### src/rtl/msi_cache_dm.sv
// Direct-mapped write-back cache with MSI snooping for a two-CPU coherent system.
// Handshakes: cpu_req, mem_req, bus_valid and snp_valid are level requests held by their source until the matching done/ack pulse.
module msi_cache_dm #(
  parameter int ADDR_W = 8,
  parameter int DATA_W = 16,
  parameter int LINES  = 4
) (
  input  logic              clk,
  input  logic              reset,
  input  logic              cpu_req,
  input  logic              cpu_we,
  input  logic [ADDR_W-1:0] cpu_addr,
  input  logic [DATA_W-1:0] cpu_wdata,
  output logic              cpu_done,
  output logic [DATA_W-1:0] cpu_rdata,
  output logic              mem_req,
  output logic              mem_we,
  output logic [ADDR_W-1:0] mem_addr,
  output logic [DATA_W-1:0] mem_wdata,
  input  logic              mem_done,
  input  logic [DATA_W-1:0] mem_rdata,
  output logic              bus_valid,
  output logic [1:0]        bus_op,
  output logic [ADDR_W-1:0] bus_addr,
  input  logic              bus_ack,
  input  logic              snp_valid,
  input  logic [1:0]        snp_op,
  input  logic [ADDR_W-1:0] snp_addr,
  output logic              snp_ack,
  output logic [1:0]        err,
  output logic [2:0]        fsm_state
);
  localparam int IDX_W = $clog2(LINES);
  localparam int TAG_W = ADDR_W - IDX_W;
  localparam logic [1:0] OP_NONE = 2'd0;
  localparam logic [1:0] OP_RM   = 2'd1;
  localparam logic [1:0] OP_WM   = 2'd2;
  localparam logic [1:0] OP_INV  = 2'd3;

  typedef enum logic [1:0] {L_I, L_S, L_M} line_t;
  typedef enum logic [2:0] {IDLE, SNP_WB, WB, BCAST, FILL, ERR} state_t;

  line_t             line_q [LINES];
  logic [TAG_W-1:0]  tag_q  [LINES];
  logic [DATA_W-1:0] data_q [LINES];

  state_t            state_q, state_d, ret_q, ret_d;
  logic [1:0]        op_q, op_d, err_q, err_d;
  logic              pend_q, pend_d, done_q, done_d;
  logic              s1_q, s1_d, ack_q, ack_d;
  logic [DATA_W-1:0] rdata_q, rdata_d;

  logic              line_we, arr_we;
  logic [IDX_W-1:0]  line_idx, arr_idx;
  line_t             line_val;
  logic [TAG_W-1:0]  arr_tag;
  logic [DATA_W-1:0] arr_data;

  logic [IDX_W-1:0] cpu_idx, snp_idx;
  logic [TAG_W-1:0] cpu_tag, snp_tag;
  line_t            cpu_line, snp_line;
  logic             cpu_hit, snp_hit, snp_busy, serve;

  assign cpu_idx  = cpu_addr[IDX_W-1:0];
  assign cpu_tag  = cpu_addr[ADDR_W-1:IDX_W];
  assign snp_idx  = snp_addr[IDX_W-1:0];
  assign snp_tag  = snp_addr[ADDR_W-1:IDX_W];
  assign cpu_line = line_q[cpu_idx];
  assign snp_line = line_q[snp_idx];
  assign cpu_hit  = (cpu_line != L_I) && (tag_q[cpu_idx] == cpu_tag);
  assign snp_hit  = (snp_line != L_I) && (tag_q[snp_idx] == snp_tag);
  // A snoop stays blocked from acceptance until its ack has gone out, since the peer holds snp_valid until then.
  assign snp_busy = s1_q | ack_q;
  assign serve    = snp_valid && !snp_busy && !done_q && (state_q == IDLE || state_q == BCAST);

  assign cpu_done  = done_q;
  assign cpu_rdata = rdata_q;
  assign snp_ack   = ack_q;
  assign err       = err_q;
  assign fsm_state = state_q;
  assign bus_valid = pend_q && (state_q != ERR);
  assign bus_op    = bus_valid ? op_q : OP_NONE;
  assign bus_addr  = bus_valid ? cpu_addr : '0;

  always_comb begin
    state_d   = state_q;
    ret_d     = ret_q;
    op_d      = op_q;
    pend_d    = pend_q && !bus_ack;
    err_d     = err_q;
    done_d    = 1'b0;
    rdata_d   = rdata_q;
    s1_d      = 1'b0;
    ack_d     = s1_q;
    line_we   = 1'b0;
    line_idx  = cpu_idx;
    line_val  = L_I;
    arr_we    = 1'b0;
    arr_idx   = cpu_idx;
    arr_tag   = cpu_tag;
    arr_data  = cpu_wdata;
    mem_req   = 1'b0;
    mem_we    = 1'b0;
    mem_addr  = '0;
    mem_wdata = '0;
    if (serve) begin
      if (snp_op == OP_NONE) begin
        err_d   = 2'd2;
        state_d = ERR;
      end else if (snp_hit && snp_line == L_M && snp_op != OP_INV) begin
        ret_d   = state_q;
        state_d = SNP_WB;
      end else begin
        s1_d = 1'b1;
        if (snp_hit && snp_line == L_S && snp_op != OP_RM) begin
          line_we  = 1'b1;
          line_idx = snp_idx;
          line_val = L_I;
          // Losing the shared copy mid-upgrade turns the INV into a full write miss.
          if (state_q == BCAST && op_q == OP_INV && snp_idx == cpu_idx) begin
            op_d   = OP_WM;
            pend_d = 1'b1;
          end
        end
      end
    end else begin
      case (state_q)
        IDLE: begin
          if (cpu_req && !done_q && !snp_busy && !snp_valid) begin
            if (cpu_hit) begin
              if (!cpu_we) begin
                rdata_d = data_q[cpu_idx];
                done_d  = 1'b1;
              end else if (cpu_line == L_M) begin
                arr_we = 1'b1;
                done_d = 1'b1;
              end else begin
                op_d    = OP_INV;
                pend_d  = 1'b1;
                state_d = BCAST;
              end
            end else if (cpu_line == L_M) begin
              state_d = WB;
            end else begin
              op_d    = cpu_we ? OP_WM : OP_RM;
              pend_d  = 1'b1;
              state_d = BCAST;
            end
          end
        end
        WB: begin
          mem_req   = 1'b1;
          mem_we    = 1'b1;
          mem_addr  = {tag_q[cpu_idx], cpu_idx};
          mem_wdata = data_q[cpu_idx];
          if (mem_done) begin
            line_we  = 1'b1;
            line_val = L_I;
            op_d     = cpu_we ? OP_WM : OP_RM;
            pend_d   = 1'b1;
            state_d  = BCAST;
          end
        end
        SNP_WB: begin
          mem_req   = 1'b1;
          mem_we    = 1'b1;
          mem_addr  = snp_addr;
          mem_wdata = data_q[snp_idx];
          if (mem_done) begin
            line_we  = 1'b1;
            line_idx = snp_idx;
            line_val = (snp_op == OP_RM) ? L_S : L_I;
            ack_d    = 1'b1;
            state_d  = ret_q;
          end
        end
        BCAST: begin
          if (!pend_q && !snp_busy && !snp_valid) begin
            if (op_q == OP_INV) begin
              arr_we   = 1'b1;
              line_we  = 1'b1;
              line_val = L_M;
              done_d   = 1'b1;
              state_d  = IDLE;
            end else begin
              state_d = FILL;
            end
          end
        end
        FILL: begin
          mem_req  = 1'b1;
          mem_addr = cpu_addr;
          if (mem_done) begin
            arr_we   = 1'b1;
            arr_data = cpu_we ? cpu_wdata : mem_rdata;
            line_we  = 1'b1;
            line_val = cpu_we ? L_M : L_S;
            rdata_d  = mem_rdata;
            done_d   = 1'b1;
            state_d  = IDLE;
          end
        end
        default: ;
      endcase
    end
    if (state_q != ERR && mem_done && !mem_req) begin
      err_d   = 2'd1;
      state_d = ERR;
    end
    if (state_d == ERR) begin
      line_we = 1'b0;
      arr_we  = 1'b0;
      done_d  = 1'b0;
      s1_d    = 1'b0;
      ack_d   = 1'b0;
      pend_d  = 1'b0;
    end
  end

  always_ff @(posedge clk or negedge reset) begin
    if (!reset) begin
      for (int i = 0; i < LINES; i++) line_q[i] <= L_I;
      state_q <= IDLE;
      ret_q   <= IDLE;
      op_q    <= OP_NONE;
      err_q   <= 2'd0;
      pend_q  <= 1'b0;
      done_q  <= 1'b0;
      s1_q    <= 1'b0;
      ack_q   <= 1'b0;
      rdata_q <= '0;
    end else begin
      state_q <= state_d;
      ret_q   <= ret_d;
      op_q    <= op_d;
      err_q   <= err_d;
      pend_q  <= pend_d;
      done_q  <= done_d;
      s1_q    <= s1_d;
      ack_q   <= ack_d;
      rdata_q <= rdata_d;
      if (line_we) line_q[line_idx] <= line_val;
    end
  end

  // Tag and data storage is left uninitialised; the line state alone says what is valid.
  always_ff @(posedge clk) begin
    if (arr_we) begin
      tag_q[arr_idx]  <= arr_tag;
      data_q[arr_idx] <= arr_data;
    end
  end
endmodule
### config.mk
export PLATFORM = sky130hd
export DESIGN_NAME = msi_cache_dm
export DESIGN_NICKNAME = d
export VERILOG_FILES = /design/src/rtl/msi_cache_dm.sv
export SDC_FILE = /design/constraint.sdc
export NUM_CORES = 1
export LEC_CHECK = 0
export CORE_MARGIN = 2
export CORE_UTILIZATION = 46
export DETAILED_ROUTE_END_ITERATION = 8
export DONT_BUFFER_PORTS = 1
export GPL_ROUTABILITY_DRIVEN = 0
export HOLD_SLACK_MARGIN = 0.02
export PLACE_DENSITY_LB_ADDON = 0.3
export SYNTH_ARGS = -nofsm -noshare
export SYNTH_HDL_FRONTEND = slang
export SYNTH_SLANG_ARGS = --single-unit
### constraint.sdc
create_clock -name clk -period 4.65 [get_ports clk]
set_input_delay 0.6975 -clock clk [delete_from_list [all_inputs] [get_ports clk]]
set_output_delay 0.6975 -clock clk [all_outputs]
set_load 0.01 [all_outputs]
# After elaboration in Yosys (flattened, before gate mapping)
# Memory sizes are Yosys's and may differ from the RTL's.
# Index checks and enable logic that the tools add are counted.
[word_totals]
output_inout_bits = 60
memories = 2
mem_bits_rw = 88
inputBits = 57
register_bits = 38
word_cells = 211
[memory_table]
columns = ["memory", "words", "width", "read_ports", "rd_clocked_by_memory_dff", "write_ports", "line", "source"]
rows = [
  ["data_q", 4, 16, 2, 0, 1, "45", "logic [DATA_W-1:0] data_q [LINES];"],
  ["tag_q", 4, 6, 2, 0, 1, "44", "logic [TAG_W-1:0] tag_q [LINES];"],
]
[op_classes]
muxes = 116
n_eq_ne = 28
n_lt_le_gt_ge = 4
n_reduce_logical = 42
n_bitwise = 6
[ops]
columns = ["op", "n"]
rows = [
  ["$mux W16", 9],
  ["$pmux W16 S2", 2],
  ["$mux W2", 31],
  ["$mux W1", 47],
  ["$mux W3", 13],
  ["$pmux W8 S3", 1],
  ["$logic_and A1 B1 Y1", 21],
  ["$mux W8", 2],
  ["$pmux W3 S5", 1],
  ["$eq A6 B6 Y1", 2],
  ["$ne A2 B2 Y1 const B", 6],
  ["$reduce_bool A2 Y1", 5],
  ["$ge A3 B3 Y1 const B", 3],
  ["$ne A3 B3 Y1 const B", 3],
  ["$not A2 Y3", 3],
  ["$reduce_and A9 Y1", 1],
  ["$bmux W2 S2", 2],
  ["$bwmux W8", 1],
  ["$ne A2 B1 Y1 const B", 4],
  ["$eq A2 B2 Y1 const B", 3],
  ["$eq A3 B2 Y1 const B", 2],
  ["$eq A3 B3 Y1 const B", 2],
  ["$logic_not A1 Y1", 6],
  ["$pmux W1 S3", 2],
  ["21 further kinds", 24],
]

# Depth between registers and ports, before layout
# Gate-level depths: netlist of the first run.
[logic_depth]
depth_word = 18
ltp_mapped = 8
ltp_nobuf = 6

# Worst setup path before layout of the first run
# OpenSTA, ideal clock, no wires.
[synth_timing]
path_type = "in2reg"
start = "input port cpu_addr[0]"
end = "memory data_q[1][0], enable pin"
stages = 7
setup_time_ns = 0.433
n_path_buf = 1
t_required_ns = 4.217
arrival_ns = 3.818
path_slack_ns = 0.399
cell_sequence = "buf_6 > mux4_2 > xnor2_1 > nand3_2 > o31ai_1 > nand4_1 > nor3b_1"
[synth_between]
elab_chain_len = 16
elab_cells_between_ends = 27
cone_classes = "eq/ne: 3; mux: 20; bitwise: 1; reduce/logical: 2; memory: 1"
[synth_lines]
columns = ["item", "line", "source"]
rows = [
  ["from (decl)", "12", "input logic [ADDR_W-1:0] cpu_addr,"],
  ["$not A2 Y3 (implied by the code)", "68", "assign cpu_line = line_q[cpu_idx];"],
  ["$bmux W2 S2", "68", ""],
  ["$mux W2 (implied by the code) (2 in a row)", "68", ""],
  ["$eq A2 B2 Y1", "134, 142", ""],
  ["$mux W3", "134", "end else if (cpu_line == L_M) begin"],
  ["$mux W3", "131", "if (!cpu_we) begin"],
  ["$mux W3", "130", "if (cpu_hit) begin"],
  ["$mux W3", "129", "if (cpu_req && !done_q && !snp_busy && !snp_valid) begin"],
  ["$pmux W3 S5", "127", "case (state_q)"],
  ["$mux W3", "106", "if (serve) begin"],
  ["$mux W3", "206", "if (state_q != ERR && mem_done && !mem_req) begin"],
  ["$eq A3 B3 Y1", "210", "if (state_d == ERR) begin"],
  ["$mux W1", "210", ""],
  ["$mux W1", "248", "if (arr_we) begin"],
  ["$mux W1 (implied by the code)", "250", "data_q[arr_idx] <= arr_data;"],
  ["to (decl)", "45", ""],
]
# Parallel ways exist; a longest one is shown, timed or not. The select of a mux whose other input is x is not followed.

# Worst setup path in the final report of the first run
[layout_timing]
start = "register state_q[1], in the netlist fsm_state[1]"
end = "output port mem_addr[0]"
[layout_between]
elab_chain_len = 4
elab_cells_between_ends = 9
cone_classes = "eq/ne: 4; mux: 2; reduce/logical: 3"
[layout_lines]
columns = ["item", "line", "source"]
rows = [
  ["from (decl)", "47", "state_t state_q, state_d, ret_q, ret_d;"],
  ["from (signal assigned)", "233", "state_q <= state_d;"],
  ["branches (longest 3 deep; another with $pmux W8 S3)", "-", ""],
  ["$mux W8 (*)", "106", ""],
  ["to (decl)", "18", "output logic [ADDR_W-1:0] mem_addr,"],
]
# Mark *: on every way between the ends.

==> summary.txt, run 1 <==
Floorplan
  • Initial Util: 47.41%
  • Die area: around 16000 µm²
  • Site Rows: 44
  • Die X: 126.6 µm
  • # IOs: ~120
  • Placeable Area: 14590 µm²
  • Die H: 126.6 µm

STA
  • Tmin final: 3.595 ns
  • Final setup skew: 0.007580 ns
  • Final worst-path cycle share: between 70 and 80%
  • Rel. slew slack: 27.96%
  • Final setup violation count: 0
  • Final Slew Violations: 0
  • Worst-Margin Slew: 1.079 ns
  • RSZ-0062 raised after global routing: false
  • Final hold violations: 0
  • Achievable Freq: about 280 MHz
  • Setup TNS: 0 ns

Power
  • Net Sw Frac: 34.49%
  • Int Pwr: 2.674 mW
  • Sequential Power Share: between 30% and 40%
  • Leak: 2.703 nW
  • Final Power: 4.082 mW
  • Pwr/cell area: 532.3 nW/µm²
  • Combinational Power Share: a little under a third
  • Psw: 1.408 mW
  • VDD IR max: around 0.37 mV
  • Clock power frac: 29.9%

Critical path
  • Critical register-to-register path startpoint: snp_ack
  • Crit start category: flip-flop
  • Slowest stage delay, CP: ~0.77 ns
  • Reg2Reg Depth: 7
  • CP startpoint: fsm_state[1]
  • Worst EP arrival: approximately 2.9 ns
  • Crit-path cells: inv_1 -> nor2_1 -> a22oi_1 -> o21ai_0
  • CP Capture Type: output pin
  • Worst Setup EP: mem_addr[0]
  • FF-to-FF setup slack: 1.34 ns
  • Critical Path RT: 3.95 ns
  • CP Class: reg2out
  • Crit path max-delay cell type: dfrtp_1
  • CP max FO: 17
  • FF-to-FF End: data_q[0][6]

Yosys
  • Main combinational cell family by area after synthesis: multiplexers
  • Post-synth design cell area: 6917 µm²
  • Register area share after synthesis: 51.95%
  • Post-Syn Nets: 538
  • Post-synth EDFFs: 88
  • Post-Synth XOR/XNOR Area: 2.279%
  • Synth Area in Simple Gates: ~8.0%
  • Synth Area in Compound Gates: 9.171%
  • Multiplexer share of the synthesized area: 25.56%
  • Cells after Synth: 481
  • Post-Syn Area per Cell: 14.38 µm²
  • Post-Synth Adder-Cell Area: 0%
  • #FFs+latches synth: roughly 130
  • Asr flop ratio synth: 30.16%
  • Synth Flop Type: edfxtp_1
  • Yosys Warn Count: 0
  • Yosys cell types: 60

Cells and area
  • Most common cell after layout, fill and taps aside: edfxtp_1
  • Final nets: 534
  • Core Util, Final: 52.56%
  • Most frequent cells in the layout: edfxtp_1 (88), mux4_2 (46), mux2_2 (40)
  • Antenna diodes: 0
  • Fill cells: 1173
  • Share of cells above drive strength 1: 30.67%
  • Layout area overhead: 10.87%
  • Non-filler cells, final: 673

Clock network
  • CTS Root Buffer Type: clkbuf_16
  • CTS tree: yes
  • Num CTS Buffers: 17
  • Reg clk slew, reported paths: 0.05 ns
  • Worst-case clock buffer depth: 2
  • Post-CTS Setup Inserts: 0
  • Worst skew pair latency: 0.42 ns
  • Post-CTS resize count: 0
  • Clock sink total: 126
  • Hold Buf Count CTS: 1
  • CTS HTree Levels: 4

Detailed routing
  • Final WL: about 18 mm
  • DR DRC count: 0
  • Starting DRT DRC Count: around 480
  • Via count: 4437
  • TritonRoute pass-1 iters: 5
  • DR vias/cell: 6.593
  • Routed WL per cell: between 20 and 30 µm
  • Detail Route Antenna Nets: 0

Placement
  • Placed Cells: 641
  • PortBufs: 0
  • DP HPWL: about 11 mm

GRT
  • Overflow after GRT: 0
  • Largest net degree at the start of global routing: 39
  • Initial antenna violation count: 1
  • First-pass GRT wire length: 27.30 mm
  • GRT Util Overall: 22.97%
  • Vias in the first global route: 4741

Worst hold path
  • Hold Path Class: in2async

Run
  • Max_cap viols: 0

Status
  • Status: completed
-- critical path, delay by kind of cell, from the launching register on --
kind / cells / cell delay (ns)
AND/OR/NAND/NOR: 1 / 0.69
flip-flops: 1 / 0.77
buffers and inverters: 1 / 0.29
AO/OA/AOI/OAI: 2 / 0.73
-- layout make-up --
type | count | area, µm² | share of cell area, %
Inverter | 16 | 60.06 | 0.7832
Timing Repair Buffer | 10 | 87.58 | 1.142
Clock inverter | 11 | 93.84 | 1.224
Clock buffer | 20 | 456.7 | 5.955
Sequential cell | 126 | 3593 | 46.86
Tap cell | 184 | 230.2 | 3.002
Multi-Input combinational cell | 306 | 3147 | 41.03
-- registers in the layout (all words and copies together), names as in the netlist --
register	count
pend_q	1
snp_ack	1
ret_q	3
err	2
cpu_rdata	16
s1_q	1
cpu_done	1
fsm_state	3
line_q	8
data_q	64
tag_q	24
op_q	2
-- Yosys cell counts, types with 2 or more instances --
library cell | number | share of area (%)
edfxtp_1 | 88 | 38
nand4_1 | 3 | 0.27
mux2i_1 | 12 | 1.7
dfrtp_1 | 38 | 14
mux4_2 | 46 | 15
nand3_1 | 8 | 0.58
nand2_1 | 17 | 0.92
nor2_1 | 14 | 0.76
buf_1 | 6 | 0.33
nor3b_1 | 2 | 0.22
nor3_1 | 4 | 0.29
a311oi_1 | 3 | 0.38
nand2b_1 | 6 | 0.54
a21oi_1 | 9 | 0.65
clkbuf_1 | 20 | 1.1
nor4_1 | 3 | 0.27
nor4_2 | 2 | 0.36
a21o_1 | 2 | 0.22
xnor2_1 | 12 | 1.5
a31oi_1 | 6 | 0.54
mux2_2 | 40 | 6.5
mux2_4 | 10 | 2.2
a2111oi_0 | 3 | 0.38
or4_1 | 4 | 0.43
o211ai_1 | 5 | 0.54
buf_2 | 4 | 0.29
and3_1 | 2 | 0.18
o22ai_1 | 4 | 0.36
nor2b_1 | 6 | 0.54
o211a_1 | 2 | 0.29
a22o_1 | 17 | 2.2
nand3b_1 | 4 | 0.43
a22oi_1 | 10 | 1.1
o21a_1 | 2 | 0.22
inv_1 | 15 | 0.81
and2_1 | 11 | 0.99
buf_6 | 3 | 0.49
xor2_1 | 6 | 0.76
o21ai_0 | 11 | 0.80
-- worst min path at each step --
stage                     start            to  slack, ns  cells past startpoint
after floorplan           reset      cpu_done       0.40                      0
after global placement    reset        err[1]       0.40                      0
after detailed placement  reset        err[0]       0.40                      0
after CTS                 reset  cpu_rdata[7]       0.12                      1
after global routing      reset      cpu_done       0.12                      1
final                     reset      cpu_done       0.13                      1
-- power by group through the flow --
stage	registers [mW]	clock network (mW)	logic, mW
2_1_floorplan	1.53	0	1.01
4_1_cts	1.59	1.24	1.25
6_report	1.59	1.22	1.27
5_1_grt	1.62	1.29	1.36
3_3_place_gp	1.60	0	1.21
3_5_place_dp	1.61	0	1.23
-- per-stage QoR --
step	cell area (µm²)	setup slack [ns]	hold slack, ns
2_1_floorplan	6917	0.3990	0.4019
3_3_place_gp	7098	1.306	0.4036
3_5_place_dp	7098	1.225	0.4034
4_1_cts	7669	1.102	0.1232
5_1_grt	7669	0.9558	0.1205
6_report	7669	1.055	0.1283
-- cell families after synthesis --
group | Yosys count
AO/OA/AOI/OAI | 85
XOR/XNOR | 18
buffers and inverters | 49
flip-flops | 126
multiplexers | 109
AND/OR/NAND/NOR | 94
-- layer usage --
metal / GRT usage [%] / share of wire, % / up-vias
met5: 0 / 0.097 / -
met4: 9.696 / 2.6 / 2
met3: 7.887 / 8.1 / 38
met2: 37.62 / 51 / 210
met1: 27.86 / 39 / 2280
li1: - / - / 1907
Power figures use the tool's default switching activity.
==> inputs of run 2 (changes only) <==
--- a/config.mk
+++ b/config.mk
@@ -5,6 +5,7 @@
 export SDC_FILE = /design/constraint.sdc
 export NUM_CORES = 1
 export LEC_CHECK = 0
+export ABC_AREA = 1
 export CORE_MARGIN = 2
 export CORE_UTILIZATION = 46
 export DETAILED_ROUTE_END_ITERATION = 8
==> constraint.sdc (replaced) <==
create_clock -name clk -period 3.1 [get_ports clk]
set_input_delay 0.465 -clock clk [delete_from_list [all_inputs] [get_ports clk]]
set_output_delay 0.465 -clock clk [all_outputs]
set_load 0.01 [all_outputs]
==> run 2 against run 1 <==
Global-route usage grew 2.2 points. Combinational power increased by 59%. Clock skew up 0.0018 ns. Sequential power grew 50%. Highest routed layer is now met4. Worst setup slack got worse by 0.84 ns. Synthesized area increased by 1.9%. First-iteration DRC count increased by 6.3%. Routed wire length up 13%.
==> summary.txt, run 2 <==
Status
  • Status: completed

Clock network
  • Clock sink total: ~130
  • Reg clk slew, reported paths: approximately 0.060 ns
  • Post-CTS Setup Inserts: 0
  • Num CTS Buffers: 17
  • Worst-case clock buffer depth: 2
  • CTS HTree Levels: 4
  • CTS tree: yes
  • Worst skew pair latency: about 0.42 ns
  • CTS Root Buffer Type: clkbuf_16

Yosys
  • Area leader, netlist: edfxtp_1
  • Post-Syn Area per Cell: 8.545 µm²
  • Cells after Synth: between 800 and 900
  • Yosys Warn Count: 0
  • #FFs+latches synth: 126
  • Asr flop ratio synth: 30.16%
  • Register area share after synthesis: 50.98%
  • Synth Flop Type: edfxtp_1
  • Post-synth top cells: nand2_1 (238), o21ai_0 (93), edfxtp_1 (88)
  • Top cells by area, synth: edfxtp_1 (37%), dfrtp_1 (13%), nand2_1 (13%)
  • Post-synth EDFFs: 88
  • Post-synth design cell area: 7049 µm²
  • Share of the synthesized area in the top cell type: 37.49%
  • Post-Syn Nets: around 880
  • Yosys cell types: 40
  • Count leader, synth: nand2_1

Cells and area
  • Core Util, Final: between 50% and 60%
  • Register with the most flip-flops: data_q
  • Fill cells: about 1400
  • Share of cells above drive strength 1: 13.93%
  • Most frequent cells in the layout: nand2_1 (238), o21ai_0 (93), edfxtp_1 (88)
  • Non-filler cells, final: between 1000 and 1500
  • Most common cell after layout, fill and taps aside: nand2_1
  • Final Cell Area: 7994 µm²
  • Final nets: 891
  • Layout area overhead: 13.40%
  • Antenna diodes: 0
  • Largest register FFs: 64

Critical path
  • Critical Path RT: 2.63 ns
  • Critical register-to-register path startpoint: fsm_state[1]
  • CP max FO: 10
  • Crit start category: flip-flop
  • CP startpoint: fsm_state[1]
  • Critical path's most frequent cell: nor2_1
  • Slowest stage delay, CP: 0.47 ns
  • Crit-path cells: nor2_1 -> nor2_1 -> nand2_1 -> inv_1 -> nor2_1 -> clkinv_1 -> nor2_1
  • Worst EP arrival: 2.42 ns
  • Crit path max-delay cell type: dfrtp_1
  • Reg2Reg Depth: 14
  • CP Class: reg2out
  • CP Capture Type: output pin

Floorplan
  • Initial Util: 46.72%
  • Site Rows: 45
  • Die X: 127.8 µm
  • Die area: 16330 µm²
  • Placeable Area: 15090 µm²
  • # IOs: about 120
  • Die H: roughly 130 µm

GRT
  • First-pass GRT wire length: 31.44 mm
  • Largest net degree at the start of global routing: 70
  • GRT Util Overall: between 20% and 30%
  • Vias in the first global route: 5856
  • Overflow after GRT: 0
  • Initial antenna violation count: 0

STA
  • Final worst-path cycle share: 93.12%
  • Worst-Margin Slew: 0.6242 ns
  • Rel. slew slack: 58.34%
  • RSZ-0062 raised after global routing: false
  • Achievable Freq: 346.4 MHz
  • Tmin final: 2.887 ns
  • Hold WS: 0.1378 ns
  • Final setup skew: around 0.0094 ns
  • Setup TNS: 0 ns
  • Final setup violation count: 0
  • Worst setup margin: 0.2132 ns
  • Final hold violations: 0
  • Final Slew Violations: 0

Placement
  • DP HPWL: 13.73 mm
  • Pre-CTS WS: 0.2913 ns
  • DP Area: 7368 µm²
  • Placed Cells: 1001
  • PortBufs: 0

Detailed routing
  • Routed WL per cell: 19.19 µm
  • DR vias/cell: approximately 5.7
  • TritonRoute pass-1 iters: 6
  • Starting DRT DRC Count: 505
  • DR DRC count: 0
  • Detail Route Antenna Nets: 0
  • Final WL: 19.86 mm
  • Via count: ~5900

Worst hold path
  • Hold Path Class: in2reg
  • Hold Crit Start: cpu_addr[7]
  • Hold path cells: 0

Power
  • Final Power: roughly 6.4 mW
  • VDD IR max: ~0.46 mV
  • Leak: between 3 and 4 nW
  • Pwr/cell area: 798.8 nW/µm²

Run
  • Max_cap viols: 0
[run 2: cells by family (layout without fill, tap and decap cells)]
logic type,after synthesis,after routing,synth area share (%)
AOI/OAI and AO/OA,188,188,16.47
and+or+nand+nor,375,375,22.52
DFF,126,126,50.98
buffers and inverters,116,138,6.975
xor gates and xnor gates,4,4,0.4969
muxes,16,16,2.556
[run 2: critical path: cells and delay by family (launching register included)]
| family | cells | cell delay (ns) |
|---|---|---|
| simple gates | 5 | 1.00 |
| buf+inv | 2 | 0.53 |
| flops | 1 | 0.47 |
[run 2: worst paths after layout]
path | end | slack (ns)
max | bus_op[1] | 0.21
min | tag_q[3][5] | 0.14
max reg2reg | data_q[0][15] | 0.34
min reg2reg | ret_q[2] | 0.49
max in group asynchronous | cpu_rdata[3] | 2.27
min in group asynchronous | line_q[7] | 0.63
[run 2: per-layer routing]
| metal | GRT usage (%) | share of wire [%] | vias to the layer above |
|---|---|---|---|
| met5 | 0 | 0 | - |
| met4 | 9.696 | 2.4 | 0 |
| met3 | 6.427 | 8.4 | 37 |
| met2 | 40.52 | 46 | 257 |
| met1 | 32.94 | 43 | 2752 |
| li1 | - | - | 2866 |
[run 2: cell type report]
cell class | count | area [µm²] | area share, %
Multi-Input combinational cell | 583 | 2982 | 37.30
Clock buffer | 17 | 425.4 | 5.322
Sequential cell | 126 | 3593 | 44.95
Timing Repair Buffer | 30 | 310.3 | 3.882
Tap cell | 188 | 235.2 | 2.943
Clock inverter | 15 | 162.7 | 2.035
Inverter | 76 | 285.3 | 3.569
[run 2: what timing repair did]
action	4_1_cts	5_1_grt
hold endpoints to repair	38	0
resized for setup	0	0
hold buffers	2	0
[run 2: power breakdown]
part	total (mW)	switching, mW	internal (mW)
Sequential	2.39	0.282	2.11
Combinational	2.02	1.34	0.676
Clock	1.97	0.781	1.19
Total	6.39	2.40	3.98
==> inputs of run 3 (changes only) <==
--- a/config.mk
+++ b/config.mk
@@ -6,7 +6,7 @@
 export NUM_CORES = 1
 export LEC_CHECK = 0
 export ABC_AREA = 1
-export CORE_MARGIN = 2
+export CORE_MARGIN = 1.5
 export CORE_UTILIZATION = 46
 export DETAILED_ROUTE_END_ITERATION = 8
 export DONT_BUFFER_PORTS = 1
==> run 3 against run 2 <==
Routed wire length decreased by 0.17%. Largest cell class unchanged. Critical path depth unchanged. Highest routed layer unchanged. Flip-flop and latch count unchanged. Sequential share of layout area increased by 0.31 points. Clock power about the same. Register-to-register slack improved by 0.04 ns. Worst hold slack improved by 0.00051 ns. Via count increased by 1.1%.
==> summary.txt, run 3 (synthesis gave the netlist of run 2 again) <==
Detailed routing
  • TritonRoute pass-1 iters: 5
  • DR vias/cell: 5.779
  • Routed WL per cell: between 15 and 20 µm
  • Final WL: 19.83 mm
  • DR DRC count: 0
  • Detail Route Antenna Nets: 0
  • Starting DRT DRC Count: 430
  • Via count: roughly 6000

Critical path
  • Crit start category: flip-flop
  • Critical Path RT: roughly 2.6 ns
  • CP Capture Type: output pin
  • CP max FO: 10
  • Worst EP arrival: 2.38 ns
  • CP Class: reg2out

Cells and area
  • Register with the most flip-flops: data_q
  • Layout area overhead: 12.62%
  • Final Cell Area: just under 8000 µm²
  • Most common cell after layout, fill and taps aside: nand2_1
  • Largest register FFs: 64
  • Non-filler cells, final: 1034
  • Antenna diodes: 0
  • Final nets: 890
  • Share of cells above drive strength 1: 13.36%
  • Most frequent cells in the layout: nand2_1 (238), o21ai_0 (93), edfxtp_1 (88)

GRT
  • First-pass GRT wire length: between 30 and 40 mm
  • Overflow after GRT: 0
  • Largest net degree at the start of global routing: 70
  • GRT Util Overall: roughly 25%
  • Initial antenna violation count: 0
  • Vias in the first global route: between 5000 and 6000

STA
  • Final hold violations: 0
  • Achievable Freq: between 300 and 400 MHz
  • Tmin final: around 2.8 ns
  • Final setup skew: 0.01067 ns
  • Rel. slew slack: between 50% and 60%
  • Final setup violation count: 0
  • RSZ-0062 raised after global routing: false
  • Worst-Margin Slew: 0.7116 ns
  • Final worst-path cycle share: roughly nine tenths
  • Final Slew Violations: 0

Run
  • Max_cap viols: 0

Floorplan
  • Site Rows: 45
  • Die X: ~130 µm
  • Die H: 126.8 µm
  • Initial Util: a little under half
  • # IOs: 117
  • Die area: ~16000 µm²
  • Placeable Area: 15090 µm²

Clock network
  • Reg clk slew, reported paths: 0.06 ns
  • Worst skew pair latency: between 0.4 and 0.5 ns
  • Num CTS Buffers: 17
  • CTS Root Buffer Type: clkbuf_16
  • Clock sink total: 126
  • Worst-case clock buffer depth: 2
  • CTS tree: yes
  • CTS HTree Levels: 4

Power
  • Pwr/cell area: 795.5 nW/µm²
  • Leak: 3.219 nW
  • VDD IR max: ~0.5 mV
  • Final Power: 6.315 mW

Placement
  • DP HPWL: 13.45 mm
  • Placed Cells: 1000
  • PortBufs: 0
  • DP Area: 7323 µm²

Status
  • Status: completed

Worst hold path
  • Hold Path Class: in2reg
==> run 3: cell count changes in the layout (fill, tap and decap cells not counted), sizes merged <==
| cell | before | now |
|---|---|---|
| clkbuf | 17 | 22 |
| clkinvlp | 5 | 3 |
| inv | 79 | 75 |
| clkinv | 5 | 6 |
| buf | 29 | 28 |
==> run 3: final cells by class <==
class | instances | area, µm²
clock buffers | 22 | 464.2
clock inverters | 10 | 113.9
fillers | 1399 | 7151
inverters | 76 | 285.3
multi-input cells | 583 | 2982
flip-flops and latches | 126 | 3593
well taps | 188 | 235.2
repair buffers | 29 | 265.3
==> run 3: worst paths after layout <==
kind | endpoint | slack (ns) | cells after the start | start
max | bus_op[0] | 0.26 | 7 | fsm_state[0]
min | tag_q[0][2] | 0.14 | 0 | cpu_addr[4]
max reg2reg | data_q[2][10] | 0.38 | 14 | fsm_state[0]
min reg2reg | ret_q[1] | 0.49 | 2 | ret_q[1]
max in group asynchronous | line_q[4] | 2.33 | 2 | reset
min in group asynchronous | pend_q | 0.55 | 2 | reset
==> run 3: per-stage QoR <==
step                worst slack, ns  util (%)  hold slack (ns)  setup TNS, ns
floorplan                   -0.1648         -           0.1694         -14.50
global placement             0.2374     48.53           0.1722              0
detailed placement           0.2182     48.53           0.1722              0
CTS                          0.1960     52.61           0.1256              0
global route                0.09806     52.61           0.1312              0
finish                       0.2598     52.61           0.1384              0
==> run 3: power by group <==
group / switching, mW / internal (mW)
clock: 0.727 / 1.22
sequential: 0.270 / 2.11
combinational: 1.33 / 0.657
==> run 3: what timing repair did <==
action | in CTS | in global routing
endpoints found under the hold margin | 38 | 0
hold buffers | 2 | 0
buffers inserted | 0 | 0
resized for setup | 0 | 0
==> run 3: critical path: stages (launching register included) <==
cell	delay (ns)
dfrtp_1	0.44
nor2_1	0.18
nor2_1	0.10
nand2_1	0.07
inv_1	0.08
nor2_1	0.25
clkinv_1	0.43
nor2_1	0.40
==> run 3: per-layer routing <==
metal / vias to the layer above / part of all wire [%] / GRT usage (%)
met1: 2814 / 43 / 33.39
met4: 0 / 2.3 / 9.759
li1: 2859 / - / -
met3: 43 / 7.0 / 4.766
met5: - / 0 / 0
met2: 260 / 48 / 42.04
